### src/rtl/apb_master.sv
// apb_master: single-outstanding APB requester behind a cmd/rsp handshake.
// Define APB_MASTER_TIMEOUT_EN to bound ACCESS wait states to TIMEOUT_CYCLES.
module apb_master #(
  parameter int DATA_WIDTH     = 8,
  parameter int ADDR_WIDTH     = 8,
  parameter int TIMEOUT_CYCLES = 15
) (
  input  logic                  pclk,
  input  logic                  preset,
  input  logic                  cmd_valid,
  output logic                  cmd_ready,
  input  logic                  cmd_write,
  input  logic [ADDR_WIDTH-1:0] cmd_addr,
  input  logic [DATA_WIDTH-1:0] cmd_wdata,
  output logic                  rsp_valid,
  output logic [DATA_WIDTH-1:0] rsp_rdata,
  output logic                  rsp_err,
  output logic                  psel,
  output logic                  penable,
  output logic                  pwrite,
  output logic [ADDR_WIDTH-1:0] paddr,
  output logic [DATA_WIDTH-1:0] pwdata,
  input  logic                  pready,
  input  logic                  pslverr,
  input  logic [DATA_WIDTH-1:0] prdata
);

  typedef enum logic [1:0] {
    IDLE,
    SETUP,
    ACCESS
  } state_t;

  state_t state;
  logic   accept;
  logic   timeout;

  assign accept = cmd_valid && cmd_ready;

`ifdef APB_MASTER_TIMEOUT_EN
  localparam int CW = $clog2(TIMEOUT_CYCLES + 1);

  logic [CW-1:0] wait_cnt;

  // Fires on the last tolerated stalled ACCESS cycle.
  assign timeout = !pready &&
                   (wait_cnt == CW'(TIMEOUT_CYCLES - 1));
`else
  assign timeout = 1'b0;
`endif

  always_ff @(posedge pclk or posedge preset) begin
    if (preset) begin
      state     <= IDLE;
      cmd_ready <= 1'b0;
      rsp_valid <= 1'b0;
      rsp_err   <= 1'b0;
      rsp_rdata <= '0;
      psel      <= 1'b0;
      penable   <= 1'b0;
      pwrite    <= 1'b0;
      paddr     <= '0;
      pwdata    <= '0;
`ifdef APB_MASTER_TIMEOUT_EN
      wait_cnt  <= '0;
`endif
    end else begin
      rsp_valid <= 1'b0;
      rsp_err   <= 1'b0;
      unique case (state)
        IDLE: begin
          cmd_ready <= !accept;
          if (accept) begin
            state   <= SETUP;
            psel    <= 1'b1;
            penable <= 1'b0;
            pwrite  <= cmd_write;
            paddr   <= cmd_addr;
            pwdata  <= cmd_wdata;
          end
        end
        SETUP: begin
          state   <= ACCESS;
          penable <= 1'b1;
`ifdef APB_MASTER_TIMEOUT_EN
          wait_cnt <= '0;
`endif
        end
        ACCESS: begin
          if (pready || timeout) begin
            state     <= IDLE;
            psel      <= 1'b0;
            penable   <= 1'b0;
            cmd_ready <= 1'b1;
            rsp_valid <= 1'b1;
            if (pready) begin
              rsp_err <= pslverr;
              if (!pwrite) begin
                rsp_rdata <= prdata;
              end
            end else begin
              rsp_err   <= 1'b1;
              rsp_rdata <= '0;
            end
          end
`ifdef APB_MASTER_TIMEOUT_EN
          else begin
            wait_cnt <= wait_cnt + CW'(1);
          end
`endif
        end
        default: begin
          state <= IDLE;
        end
      endcase
    end
  end

endmodule

### config.mk
export PLATFORM = sky130hd
export DESIGN_NAME = apb_master
export DESIGN_NICKNAME = d
export VERILOG_FILES = /design/src/rtl/apb_master.sv
export SDC_FILE = /design/constraint.sdc
export NUM_CORES = 1
export LEC_CHECK = 0
export BUFFER_PORTS_ARGS = -buffer_cell sky130_fd_sc_hd__buf_2
export CAP_MARGIN = 20
export CORE_MARGIN = 4
export CORE_UTILIZATION = 40
export DETAILED_ROUTE_END_ITERATION = 8
export GPL_ROUTABILITY_DRIVEN = 0
export HOLD_SLACK_MARGIN = 0.02
export PLACE_DENSITY = 0.76
export SLEW_MARGIN = 20
export SYNTH_ARGS = -nofsm -noshare
export SYNTH_HDL_FRONTEND = slang
export SYNTH_SLANG_ARGS = --single-unit
export TNS_END_PERCENT = 1
### constraint.sdc
create_clock -name pclk -period 4.3 [get_ports pclk]
set_input_delay 0.43 -clock pclk [delete_from_list [all_inputs] [get_ports pclk]]
set_output_delay 0.43 -clock pclk [all_outputs]
set_load 0.01 [all_outputs]
==> metrics, run 1 <==
worst-path maximum fanout 19; Tmin final roughly 1700 ps; fin util 0.5609; Max transition margin 0.5718; setup TNS 0 ps; RSZ-0062 raised after global routing no; Clock Tree Buf Depth 2; Pins Over Slew Limit 0; GRT Overall Usage 0.1382; cts hold-fix bufs 0; Final Hold Fails 0; Worst Hold Class in2async; Synth async-reset ratio 1.000; Reg clk slew, reported paths ~110 ps; htree depth 2; reg2reg end paddr[4]; slowest cell on the critical path dfrtp_1; Req. time, crit path between 4000 and 5000 ps; later-pin clock latency in the skew report about 330 ps; Reg2Reg Setup Slack ~2600 ps; initial core utilization 0.4258; Vias between 900 and 1000; Fillers 289; post-CTS resize count 0; synthesis-to-layout area growth 31.72%; TritonCTS clock tree built; Worst Setup End Kind flop; CTS Root Buffer Type clkbuf_4; antenna violations before repair 0; syn nets 119; share of the synthesized area in the top cell type 0.6061; r2r worst-path depth 4; CTS Sinks 32; VDD IR max about 0.33 mV; aggregate routed wire length ~2700 um; MaxCap Viol Count 0; die height ~65 um; 1st-pass router iterations 2; Critical Path Max Stage Delay about 400 ps; Unique masters post-synth 19; first-pass GRT wire length around 4500 um; setup bufs post-CTS 0; critical path class reg2reg; remaining antenna violation count 0; crit path launch type flop; CP Cell Sequence inv_1 -> ha_1 -> nand3_4 -> mux2_4; PD cells approximately 730 nW/um^2; Max Freq approximately 600 MHz; vias per cell roughly 4.7; Core Rows 20; Area contributors post-synth dfrtp_1 (61%), mux2_2 (16%), mux2_4 (9.1%); count of final setup violators 0; area leader, netlist dfrtp_1; IO Count 60; fin crit share 0.3848; share of layout cells above drive strength 1 0.6358; total grt overflow 0; PortBufs between 50 and 60; yosys warns 0; Leak between 0.9 and 1 nW; Post-synth top flop dfrtp_1; core area 3103 um^2; clock skew between 10 and 15 ps; Post-synth EDFFs 0; nets 184; 1st-iter DRT viols 30; Final HPWL DP ~2100 um; Yosys reg bits 32; Worst Max-Slew Pin Slew between 600 and 700 ps; number of global-route vias before repair approximately 960; CTS buffer count 5; Syn Inst Count 85; largest net degree at the start of global routing 33; Data arrival, critical path approximately 1900 ps; DR DRC count 0; post-synthesis sequential area ratio 0.6061; Die ar. 4287 um^2; Cell Area, Synth roughly 1300 um^2; run status finished, final reports clean; Die X-Extent between 60 and 70 um; Crit Reg-Reg Startpoint state[0]; Mapped Avg Cell Area 15.54 um^2; n_diodes 0; WL per Instance 13.76 um
[report_power, final]
part | switching (mW) | total (mW) | internal (mW)
Clock | 0.103 | 0.224 | 0.121
Sequential | 0.0731 | 0.514 | 0.441
Combinational | 0.240 | 0.527 | 0.287
[cells in the mapped netlist (2+ instances only)]
library cell and instances:
a21oi_1 2, inv_1 4, nor2b_1 2, o21ai_0 2, mux2_4 8, ha_1 4
mux2_2 19, dfrtp_1 32, nand2_1 2
[metal layers]
metal | GRT usage | share of wire | up-vias
met4 | 0.06736 | 0.016 | 0
met2 | 0.2288 | 0.49 | 47
met1 | 0.1617 | 0.41 | 440
met3 | 0.04274 | 0.086 | 7
met5 | 0 | 0 | -
li1 | - | - | 426
[stage by stage]
step / worst slack (ps) / hold slack (ps) / power, mW / std cells / area [um^2]
after detailed placement: 2659 / 489.3 / 1.057 / 187 / 1660
final: 2645 / 171.9 / 1.265 / 195 / 1740
after floorplan: 2817 / 533.9 / 0.8590 / 85 / 1321
after global routing: 2528 / 227.7 / 1.365 / 195 / 1740
after global placement: 2763 / 482.1 / 1.027 / 187 / 1660
after CTS: 2639 / 197.1 / 1.283 / 195 / 1740
[sequential cells by signal, summed over array words and instances, names as in the netlist]
| name | count |
|---|---|
| paddr | 8 |
| rsp_rdata | 8 |
| cmd_ready | 1 |
| penable | 1 |
| pwdata | 8 |
| rsp_err | 1 |
| psel | 1 |
| rsp_valid | 1 |
| pwrite | 1 |
| state | 2 |
[worst max path at each step]
stage,slack [ps],cells after the start,from,end
after global placement,2760,4,state[0],paddr[5]
after floorplan,2820,5,state[0],paddr[2]
after detailed placement,2660,4,state[0],paddr[4]
final,2650,4,state[0],paddr[4]
after global routing,2530,4,state[0],paddr[4]
after CTS,2640,4,state[0],paddr[4]
[cell families (layout without fill, tap and decap cells)]
logic type | after synthesis | after routing | synth area share
AO/OA/AOI/OAI | 8 | 8 | 0.03694
flip-flops | 32 | 32 | 0.6061
multiplexers | 27 | 27 | 0.2528
buffers and inverters | 5 | 71 | 0.01988
AND/OR/NAND/NOR | 9 | 9 | 0.04641
adder cells (fa/ha/maj) | 4 | 4 | 0.03788
[cell type report]
class	instances	area, um^2	area share
Timing Repair Buffer	59	295.3	0.1697
Inverter	4	15.01	0.008627
Sequential cell	32	800.8	0.4601
Tap cell	44	55.05	0.03163
Clock buffer	5	37.54	0.02157
Multi-Input combinational cell	48	494.2	0.2840
Clock inverter	3	42.54	0.02444
[worst max-delay path: cells and delay by family (launching register included)]
kind | cells | cell delay [ps]
buffers and inverters | 1 | 120
DFF | 1 | 400
muxes | 1 | 390
adders and majority gates | 1 | 310
and+or+nand+nor | 1 | 310
[placed cells by master, fill, tap and decap left out]
| cell type | n |
|---|---|
| mux2_2 | 19 |
| clkbuf_4 | 5 |
| and2_1 | 1 |
| a21oi_1 | 2 |
| nand3b_1 | 1 |
| nor2_1 | 1 |
| clkinv_2 | 1 |
| dfrtp_1 | 32 |
| and3_1 | 1 |
| nand2_1 | 2 |
| a21o_1 | 1 |
| clkinvlp_4 | 1 |
| nor2b_1 | 2 |
| mux2_4 | 8 |
| inv_2 | 1 |
| nand3_4 | 1 |
| inv_1 | 3 |
| bufinv_16 | 1 |
| a21boi_0 | 1 |
| buf_2 | 59 |
| a211oi_1 | 1 |
| o22ai_1 | 1 |
| ha_1 | 4 |
| o21ai_0 | 2 |
(Power assumes the default switching activity.)
==> inputs of run 2 (changes only) <==
Clock period 4.3 ns to 1.6 ns, I/O delays scaled along.
==> metrics, run 2 (synthesized netlist as in run 1, its figures left out) <==
first-pass GRT wire length 4360 um (-2.8%); Core Rows 20 (unchanged); CTS Root Buffer Type clkbuf_4; number of global-route vias before repair 936 (-2.8%); reg2reg end penable; Req. time, crit path 1810 ps (-2700 ps); n_diodes 0 (unchanged); VDD IR max 0.6467 mV (+98%); 1st-pass router iterations 2 (unchanged); nets 189 (+2.7%); htree depth 2 (unchanged); WL per Instance 13.17 um (-4.3%); commonest non-fill, non-tap cell in the layout buf_2; Max Freq 659.2 MHz (+9.1%); 1st-iter DRT viols 40 (+33%); CTS buffer count 5 (unchanged); Final Hold Fails 0 (unchanged); share of layout cells above drive strength 1 0.6474 (+0.01167); remaining antenna violation count 0 (unchanged); total grt overflow 0 (unchanged); Tmin final 1517 ps (-137.9 ps); Setup crit end penable; vias per cell 4.560 (-3.3%); CP Cell Sequence inv_2 -> ha_1 -> nor2b_1 -> a211oi_2 -> mux2_2; Critical Path Max Stage Delay 390 ps (about the same); crit path launch type flop; design area 1797 um^2 (+3.2%); Final HPWL DP 1937 um (-7.0%); Data arrival, critical path 1730 ps (-140 ps); DR DRC count 0 (unchanged); run status finished, final reports clean; hold_ws 72.56 ps (-99.33 ps); DP Area 1668 um^2 (+0.45%); TritonCTS clock tree built; count of final setup violators 0 (unchanged); slowest cell on the critical path dfrtp_1; aggregate routed wire length 2634 um (-1.9%); PortBufs 59 (unchanged); largest net degree at the start of global routing 33 (unchanged); Post-Place Cells 188 (+0.53%); Worst Hold Class in2reg; antenna violations before repair 0 (unchanged); initial core utilization 0.4258 (unchanged); Vias 912 (-0.87%); r2r worst-path depth 5 (+1); MaxCap Viol Count 0 (unchanged); Reg clk slew, reported paths 90 ps (-20 ps); most frequent cells in the layout buf_2 (59), dfrtp_1 (32), mux2_2 (19), mux2_4 (8), clkbuf_4 (5); fin crit share 0.9481 (+0.5632); Crit Reg-Reg Startpoint state[0]; critical path class reg2reg; Reg2Reg Setup Slack 80 ps (-2560 ps); Clock Tree Buf Depth 2 (unchanged); Die ar. 4287 um^2 (unchanged); later-pin clock latency in the skew report 310 ps (-20 ps); Leak 0.9463 nW (+3.2%); Multi-input gate area 501.7 um^2 (+1.5%); GRT Overall Usage 0.1374 (-0.0007291); die height 65.48 um (unchanged); area occupied by registers 800.8 um^2 (unchanged); Final Non-Filler Cells 200 (+2.6%); Die X-Extent 65.48 um (unchanged); IO Count 60 (unchanged); worst-path maximum fanout 4 (-15); synthesis-to-layout area growth 35.98%; clock skew 3.575 ps (-7.719 ps); worst setup path start state[0]; Max transition margin 0.7412 (+0.1694); Worst Max-Slew Pin Slew 388.2 ps (-253.2 ps); Regs by FF count paddr (8), pwdata (8), rsp_rdata (8); PD cells 1918 nW/um^2 (+160%); Pins Over Slew Limit 0 (unchanged); Fillers 270 (-6.6%); Worst Setup End Kind flop; CTS Sinks 32 (unchanged); core area 3103 um^2 (unchanged)
run 2: cell types whose count changed in the layout (fill, tap and decap cells not counted):
cell | previous run | this run
a211oi_2 | 0 | 1
buf_4 | 0 | 3
buf_12 | 0 | 1
ha_1 | 4 | 3
clkinvlp_4 | 1 | 0
a211oi_1 | 1 | 0
clkbuf_1 | 0 | 1
ha_2 | 0 | 1
dlygate4sd3_1 | 0 | 1
run 2: cell type report:
| cell class | instances | share of cell area |
|---|---|---|
| Sequential cell | 32 | 0.4457 |
| Multi-Input combinational cell | 48 | 0.2792 |
| Timing Repair Buffer | 64 | 0.1936 |
| Tap cell | 44 | 0.03064 |
| Clock buffer | 6 | 0.02298 |
| Clock inverter | 2 | 0.01950 |
| Inverter | 4 | 0.008357 |
run 2: per-layer routing:
layer,wire (um),track usage,part of all wire
met5,0,0,0
met1,1089,0.1705,0.41
met3,210,0.06496,0.080
met4,40,0.04663,0.015
met2,1294,0.2099,0.49
run 2: worst min-delay path by stage:
stage,end,from,slack [ps],cells after the start
global route,rsp_rdata[0],prdata[0],30,2
CTS,rsp_rdata[5],prdata[5],50,2
floorplan,cmd_ready,preset,280,1
detailed placement,rsp_rdata[7],preset,260,3
finish,rsp_rdata[5],prdata[5],70,2
global placement,rsp_rdata[6],preset,250,3
run 2: stage by stage:
stage	power [mW]	util	setup slack (ps)	TNS, ps
CTS	3.479	0.5742	6.648	0
detailed placement	2.826	0.5375	-50.28	-562.3
global placement	2.762	0.5375	61.32	0
finish	3.446	0.5790	83.09	0
floorplan	2.309	-	117.4	0
global route	3.751	0.5790	-23.96	-23.96
run 2: where the power goes:
part           internal (mW)  switching [mW]  total, mW
registers               1.19           0.198       1.38
clock network          0.327           0.253      0.580
logic                  0.828           0.655       1.48
total                   2.34            1.11       3.45
run 2: worst max-delay path: cells and delay by family (launching register included):
family                     cells  cell delay [ps]
muxes                          1              350
AOI/OAI and AO/OA              1              210
adders and majority gates      1              220
buffers and inverters          1               70
and+or+nand+nor                1              170
DFF                            1              390
run 2: repair_timing:
action                                  CTS  global route
hold buffers                              1             0
hold endpoints to repair                 32             0
gates resized for setup                   0             3
buffers inserted                          2             1
pin swaps                                 1             1
endpoints found under the setup margin   17            10
